==> config.mk <==
export PLATFORM = sky130hd
export DESIGN_NAME = delay_skid_flat
export DESIGN_NICKNAME = d
export VERILOG_FILES = /design/src/rtl/delay_skid_if.sv /design/src/rtl/delay_skid.sv /design/src/flat_wrapper.sv
export SDC_FILE = /design/constraint.sdc
export NUM_CORES = 1
export LEC_CHECK = 0
export CAP_MARGIN = 0
export CORE_MARGIN = 5
export CORE_UTILIZATION = 49
export CTS_CLUSTER_DIAMETER = 30
export CTS_CLUSTER_SIZE = 14
export DETAILED_ROUTE_END_ITERATION = 16
export DONT_BUFFER_PORTS = 1
export GPL_TIMING_DRIVEN = 1
export PLACE_DENSITY = 0.64
export SLEW_MARGIN = 20
export SYNTH_ARGS = -nofsm -noshare
export SYNTH_HDL_FRONTEND = slang
export SYNTH_SLANG_ARGS = --single-unit
export TNS_END_PERCENT = 1
==> constraint.sdc <==
create_clock -name ctrl_clk -period 3.68 [get_ports ctrl_clk]
set_input_delay 0.736 -clock ctrl_clk [delete_from_list [all_inputs] [get_ports ctrl_clk]]
set_output_delay 0.736 -clock ctrl_clk [all_outputs]
set_load 0.05 [all_outputs]
==> src/rtl/delay_skid_if.sv <==
// Control bundle for delay_skid: the single rising-edge clock and the
// asynchronous active-low reset, carried together as one port.
interface delay_skid_if;
  logic clk;
  logic rst_n;

  modport dut (
    input clk,
    input rst_n
  );
endinterface

==> src/rtl/delay_skid.sv <==
// Two-entry ready/valid skid stage behind the delay line. Upstream ready is
// decoded from registered state only, so out_ready never reaches in_ready.
module delay_skid #(
  parameter int WIDTH     = 4,
  parameter int CNT_WIDTH = 8
) (
  delay_skid_if.dut              ctrl,
  input  logic                   flush,
  input  logic                   in_valid,
  input  logic [WIDTH-1:0]       in_data,
  output logic                   in_ready,
  output logic                   out_valid,
  output logic [WIDTH-1:0]       out_data,
  input  logic                   out_ready,
  output logic [1:0]             occupancy,
  output logic [CNT_WIDTH-1:0]   stall_count
);

  typedef enum logic [1:0] {
    EMPTY = 2'd0,
    ONE   = 2'd1,
    FULL  = 2'd2
  } state_t;

  state_t               state_q;
  state_t               state_d;
  logic [WIDTH-1:0]     main_q;
  logic [WIDTH-1:0]     skid_q;
  logic [CNT_WIDTH-1:0] stall_q;

  logic accept_in;
  logic accept_out;
  logic load_main_in;
  logic load_main_skid;
  logic load_skid_in;
  logic stall_inc;

  assign accept_in  = in_valid & in_ready;
  assign accept_out = out_valid & out_ready;
  assign stall_inc  = out_valid & ~out_ready & ~flush & (stall_q != {CNT_WIDTH{1'b1}});

  assign out_data    = main_q;
  assign stall_count = stall_q;

  always_ff @(posedge ctrl.clk or negedge ctrl.rst_n) begin
    if (!ctrl.rst_n) begin
      state_q <= EMPTY;
    end else begin
      state_q <= state_d;
    end
  end

  // Data registers are left untouched by flush; only the state is squashed.
  always_ff @(posedge ctrl.clk or negedge ctrl.rst_n) begin
    if (!ctrl.rst_n) begin
      main_q <= '0;
      skid_q <= '0;
    end else begin
      if (load_main_in) begin
        main_q <= in_data;
      end else if (load_main_skid) begin
        main_q <= skid_q;
      end
      if (load_skid_in) begin
        skid_q <= in_data;
      end
    end
  end

  always_ff @(posedge ctrl.clk or negedge ctrl.rst_n) begin
    if (!ctrl.rst_n) begin
      stall_q <= '0;
    end else if (stall_inc) begin
      stall_q <= stall_q + 1'b1;
    end
  end

  always_comb begin
    state_d        = state_q;
    load_main_in   = 1'b0;
    load_main_skid = 1'b0;
    load_skid_in   = 1'b0;
    in_ready       = 1'b1;
    out_valid      = 1'b0;
    occupancy      = 2'd0;

    unique case (state_q)
      EMPTY: begin
        in_ready  = 1'b1;
        out_valid = 1'b0;
        occupancy = 2'd0;
      end
      ONE: begin
        in_ready  = 1'b1;
        out_valid = 1'b1;
        occupancy = 2'd1;
      end
      FULL: begin
        in_ready  = 1'b0;
        out_valid = 1'b1;
        occupancy = 2'd2;
      end
      default: begin
        in_ready  = 1'b1;
        out_valid = 1'b0;
        occupancy = 2'd0;
      end
    endcase

    if (flush) begin
      state_d = EMPTY;
    end else begin
      unique case (state_q)
        EMPTY: begin
          if (accept_in) begin
            load_main_in = 1'b1;
            state_d      = ONE;
          end
        end
        ONE: begin
          if (accept_in && accept_out) begin
            load_main_in = 1'b1;
          end else if (accept_in) begin
            load_skid_in = 1'b1;
            state_d      = FULL;
          end else if (accept_out) begin
            state_d = EMPTY;
          end
        end
        FULL: begin
          // in_ready is low here, so the skid entry is the only candidate.
          if (accept_out) begin
            load_main_skid = 1'b1;
            state_d        = ONE;
          end
        end
        default: begin
          state_d = EMPTY;
        end
      endcase
    end
  end

endmodule

==> src/flat_wrapper.sv <==
// flat-port wrapper written by rule: the top's interface ports become plain ports
module delay_skid_flat 
#(
  parameter int WIDTH     = 4,
  parameter int CNT_WIDTH = 8
)
  (flush, in_valid, in_data, in_ready, out_valid, out_data, out_ready, occupancy, stall_count, ctrl_clk, ctrl_rst_n);
  delay_skid_if ctrl_i ();
  input  logic flush;
  input  logic in_valid;
  input  logic [WIDTH-1:0] in_data;
  output logic in_ready;
  output logic out_valid;
  output logic [WIDTH-1:0] out_data;
  input  logic out_ready;
  output logic [1:0] occupancy;
  output logic [CNT_WIDTH-1:0] stall_count;
  input wire logic [$bits(ctrl_i.clk)-1:0] ctrl_clk;
  input wire logic [$bits(ctrl_i.rst_n)-1:0] ctrl_rst_n;
  assign ctrl_i.clk = ctrl_clk;
  assign ctrl_i.rst_n = ctrl_rst_n;
  delay_skid #(.WIDTH(WIDTH), .CNT_WIDTH(CNT_WIDTH)) u_core (.ctrl(ctrl_i), .flush(flush), .in_valid(in_valid), .in_data(in_data), .in_ready(in_ready), .out_valid(out_valid), .out_data(out_data), .out_ready(out_ready), .occupancy(occupancy), .stall_count(stall_count));
endmodule
Word level (Yosys, flattened, before mapping). Index checks and enable logic that the tools add are counted. Widths: inputs -> output; s select.

Bits in registers: 18. Bits of input ports: 9. Output and inout port bits: 16. Word-level logic and storage cells: 46.

Add/sub/neg operators: 1. Equal/unequal tests: 7. Mux-type cells: 22. Bitwise logic cells: 7. Reduce and logical (&&, ||, !) cells: 5.

Operators by type and width (count): $mux 2 (6); $mux 1 (11); $add 8x1->8 const B (1); $mux 4 (2); $ne 8x8->1 const B (1); $ne 3x2->1 const B (2); $pmux 2 s3 (1); $and 1x1->1 (5); $ne 4x2->1 const B (1); $pmux 2 s2 (1); $reduce_and 4->1 (1); $ne 3x3->1 const B (1); $eq 2x1->1 const B (1); $eq 2x2->1 const B (1); $logic_not 2->1 (1); $not 1->1 (2); $pmux 1 s2 (1); $reduce_bool 2->1 (1); $reduce_or 2->1 (1); $logic_and 1x1->1 (1).

Longest topological paths before layout.
Word-level depth: 9. Depth in mapped cells: 6.

Least setup slack after synthesis. Ideal clock, no wire load.

Path type: register to register. Start point: reg u_core.state_q[1]. End point: reg u_core.stall_q[7] (netlist: u_core.stall_count[7]). Library setup time: 0.125 ns. Data arrival time: 2.044 ns. Required time: 3.555 ns. Slack: 1.511 ns. Stages on the path, launching flop included: 7. Buffers on the path: 0. Clock period less this slack: 2.169 ns. Path through: dfrtp_1 inv_1 ha_1 nor3b_4 and4_4 nand3_2 mux2_4.

Cells in the longest elaborated chain, start to end: 6. Elaborated cells between the ends (all ways): 7. Classes of those cells: eq/ne (2); mux (1); bitwise (3); reduce/logical (1).

Ends and longest elaborated chain: start: declaration (RTL line delay_skid.sv:25) `state_t state_q;`; start signal: assignment (RTL line delay_skid.sv:49) `state_q <= state_d;`; $eq 2x1->1 or $eq 2x2->1 (tied branches) (RTL line delay_skid.sv:87) `unique case (state_q)`; $reduce_or 2->1 (no line) (*); $mux 1 (*) (RTL line delay_skid.sv:87); net out_valid (RTL line flat_wrapper.sv:13) `output logic out_valid;`; $and 1x1->1 (*) (3 in series) (RTL line delay_skid.sv:40) `assign stall_inc = out_valid & ~out_ready & ~flush & (stall_q != {CNT_WIDTH{1'b1}});`; end signal: assignment (RTL line delay_skid.sv:74) `stall_q <= stall_q + 1'b1;`; end: declaration (RTL line delay_skid.sv:29) `logic [CNT_WIDTH-1:0] stall_q;`.

The timed path passes the listed nets; every way through them passes the cells marked *. A chain may end at the register's enable or synchronous reset.

Worst setup path in the final report. Ends and elaborated chain as after synthesis.

==> metrics.md <==
| Metric | Value |
|---|---|
| Syn avg cell area | 11.4 sq um |
| Drt pass-1 iters | 4 |
| Status | finished clean |
| Final core occ | 54.5% |
| Vias in the first global route | 624 |
| Post-CTS Resized | 0 |
| Worst slew margin | 53.3% |
| Beginning of the critical path | u_core.state_q[1] |
| Total gr overflow | 0 |
| Arr. time, crit path | 2490 ps |
| Placed Instances | 114 |
| Final hold vios | 0 |
| Worst hold path class | in2async |
| Gr usage total | 12.3% |
| First-pass GRT wire length | 2990 um |
| Core area | 1960 sq um |
| Antenna Cells | 0 |
| Fraction of layout cells with a size suffix above 1 | 20.9% |
| Final slew viol count | 0 |
| Clk_skew | 2.14 ps |
| Remaining routing DRC violations | 0 |
| CP Class | reg2reg |
| Worst setup SP type | flop |
| FMAX | 433 MHz |
| Yosys warns | 0 |
| Max_cap viols | 0 |
| Yosys cell types | 31 |
| CTS H-Tree Depth | 1 |
| Endpoint type of the worst setup path | flop |
| Fin crit share | 62.7% |
| Detail Placement HPWL | 1410 um |
| # fillers | 184 |
| Drt via density | 5.72 |
| Initial antenna violation count | 0 |
| Synthesized instance count | 89 |
| Reg area | 450 sq um |
| Vias | 675 |
| Syn Nets | 105 |
| Final setup vio count | 0 |
| Die height | 55.5 um |
| Top FF cell, synth | dfrtp_1 |
| Root Buffer | clkbuf_4 |
| Post-CTS Setup Bufs | 0 |
| GP Congestion | 0.798 |
| Final Non-Filler Cells | 118 |
| TritonCTS clock tree | done |
| Asr flop ratio synth | 100% |
| Area growth, synth to finish | 5.30% |
| Largest net degree at the start of global routing | 19 |
| FF-to-FF Start | u_core.state_q[1] |
| Die Wd | 55.5 um |
| Initial core utilization | 51.8% |
| Num ports | 25 |
| Fin nets | 108 |
| Cell Rows | 16 |
| # port buffers | 0 |
| Die area | 3080 sq um |
| Routed WL | 1850 um |
| Critical path peak fanout | 6 |
| Cts bufs inserted | 3 |
| Setup TNS | 0 ps |
| PnR Total Power | 893 uW |
| Worst-margin pin slew | 701 ps |
| DR WL/cell | 15.7 um |
| Longest Clk Path Bufs | 2 |
| PwrDens | 834 nW/um^2 |
| Starting DRT DRC Count | 19 |
| Clk pin slew, worst setup/hold paths | 100 ps |
| RSZ-0062 raised after global routing | no |
| Final min period | 2310 ps |
| Critical Path RT | 3860 ps |
| Multi-input gate area | 534 sq um |
| Number of synthesized flops with an enable pin | 0 |
| Max IR drop VDD | 0.514 mV |
| Hold_buf cts | 0 |
| Worst-Skew Late Latency | 290 ps |
| FF+latch count, synth | 18 |
| Post-synthesis sequential area ratio | 44.3% |
| Antenna-violating nets left | 0 |
| Clock sink count | 18 |
| Pleak | 0.504 nW |
| Netlist Area Pre-Place | 1020 sq um |
## cells in the final DEF, fill, tap and decap left out
cell | Yosys | routed
dfrtp_1 | 18 | 18
nor2_1 | 7 | 7
ha_1 | 7 | 7
mux2_2 | 6 | 6
a31oi_1 | 5 | 5
a22o_1 | 5 | 5
inv_1 | 4 | 4
nand2_1 | 4 | 4
a21o_1 | 4 | 4
xor2_1 | 3 | 3
a21oi_1 | 3 | 3
clkbuf_4 | 0 | 3
nand3_1 | 2 | 2
nand4_1 | 2 | 2
nor3_1 | 2 | 2
nand2b_1 | 1 | 1
and3_2 | 1 | 1
and3_4 | 1 | 1
nor4b_2 | 1 | 1
nor3b_4 | 1 | 1
and4_4 | 1 | 1
nand3_2 | 1 | 1
mux2_4 | 1 | 1
nor2b_1 | 1 | 1
maj3_1 | 1 | 1
a22oi_1 | 1 | 1
a31oi_2 | 1 | 1
nor3_2 | 1 | 1
nor3b_1 | 1 | 1
mux2i_1 | 1 | 1
clkbuf_8 | 0 | 1
## registers in the layout, indices dropped and copies added, names as in the netlist
signal	cells
u_core.skid_q	4
u_core.stall_count	8
u_core.state_q	2
u_core.out_data	4
## through the flow
step	hold WS [ps]	setup WS, ps	cell area (sq um)
final	125	1370	1070
after floorplan	440	1510	1020
after CTS	114	1370	1070
after detailed placement	441	1390	1030
after global routing	95.7	1280	1070
after global placement	441	1430	1030
## kinds of logic after synthesis
kind of cell / count (synthesis) / synth area share, %
xor+xnor: 3 / 2.59
compound gates: 19 / 13.8
fa+ha+maj: 8 / 9.61
mux: 8 / 9.11
flops: 18 / 44.3
simple gates: 27 / 17.5
buf+inv: 6 / 3.08
## final cells by class
type,instances,share of cell area [%]
inverters,4,1.40
clock buffers,4,3.39
flip-flops and latches,18,42.1
multi-input cells,65,49.9
well taps,27,3.16
## power breakdown
group          internal [mW]  switching [mW]
Combinational          0.123           0.171
Sequential             0.264           0.213
Clock                 0.0602          0.0614
Total                  0.447           0.446
## per-layer routing
layer / up-vias / routed length, um / global-route usage (%)
met5: - / 0 / 0
met4: 0 / 27 / 5.21
met3: 6 / 178 / 6.99
met2: 35 / 825 / 18.4
met1: 303 / 822 / 14.2
li1: 331 / - / -
## Yosys cell counts (2+ instances only)
cell type | n | area, sq um
nor2_1 | 7 | 26.3
a22o_1 | 5 | 43.8
nand4_1 | 2 | 12.5
a31oi_1 | 5 | 31.3
a21oi_1 | 3 | 15.0
xor2_1 | 3 | 26.3
a21o_1 | 4 | 30.0
inv_1 | 4 | 15.0
mux2_2 | 6 | 67.6
ha_1 | 7 | 87.6
nand2_1 | 4 | 15.0
nor3_1 | 2 | 10.0
nand3_1 | 2 | 10.0
dfrtp_1 | 18 | 450
## worst max-delay path, cell delays in order, from the launching register on
cell     delay [ps]
dfrtp_1         440
inv_1           110
ha_1            650
nor3b_4         340
and4_4          270
nand3_2          80
mux2_4          320
## path summary, 6_finish.rpt
path	slack, ps	cells after the start	endpoint
setup / recovery	1370	6	u_core.stall_count[7]
hold / removal	130	0	u_core.out_data[1]
setup reg to reg	1370	6	u_core.stall_count[7]
hold reg to reg	520	1	u_core.skid_q[2]
max in group asynchronous	3480	0	u_core.skid_q[3]
min in group ctrl_clk	500	1	u_core.state_q[1]
No activity file was read; power rests on OpenSTA's default activity.
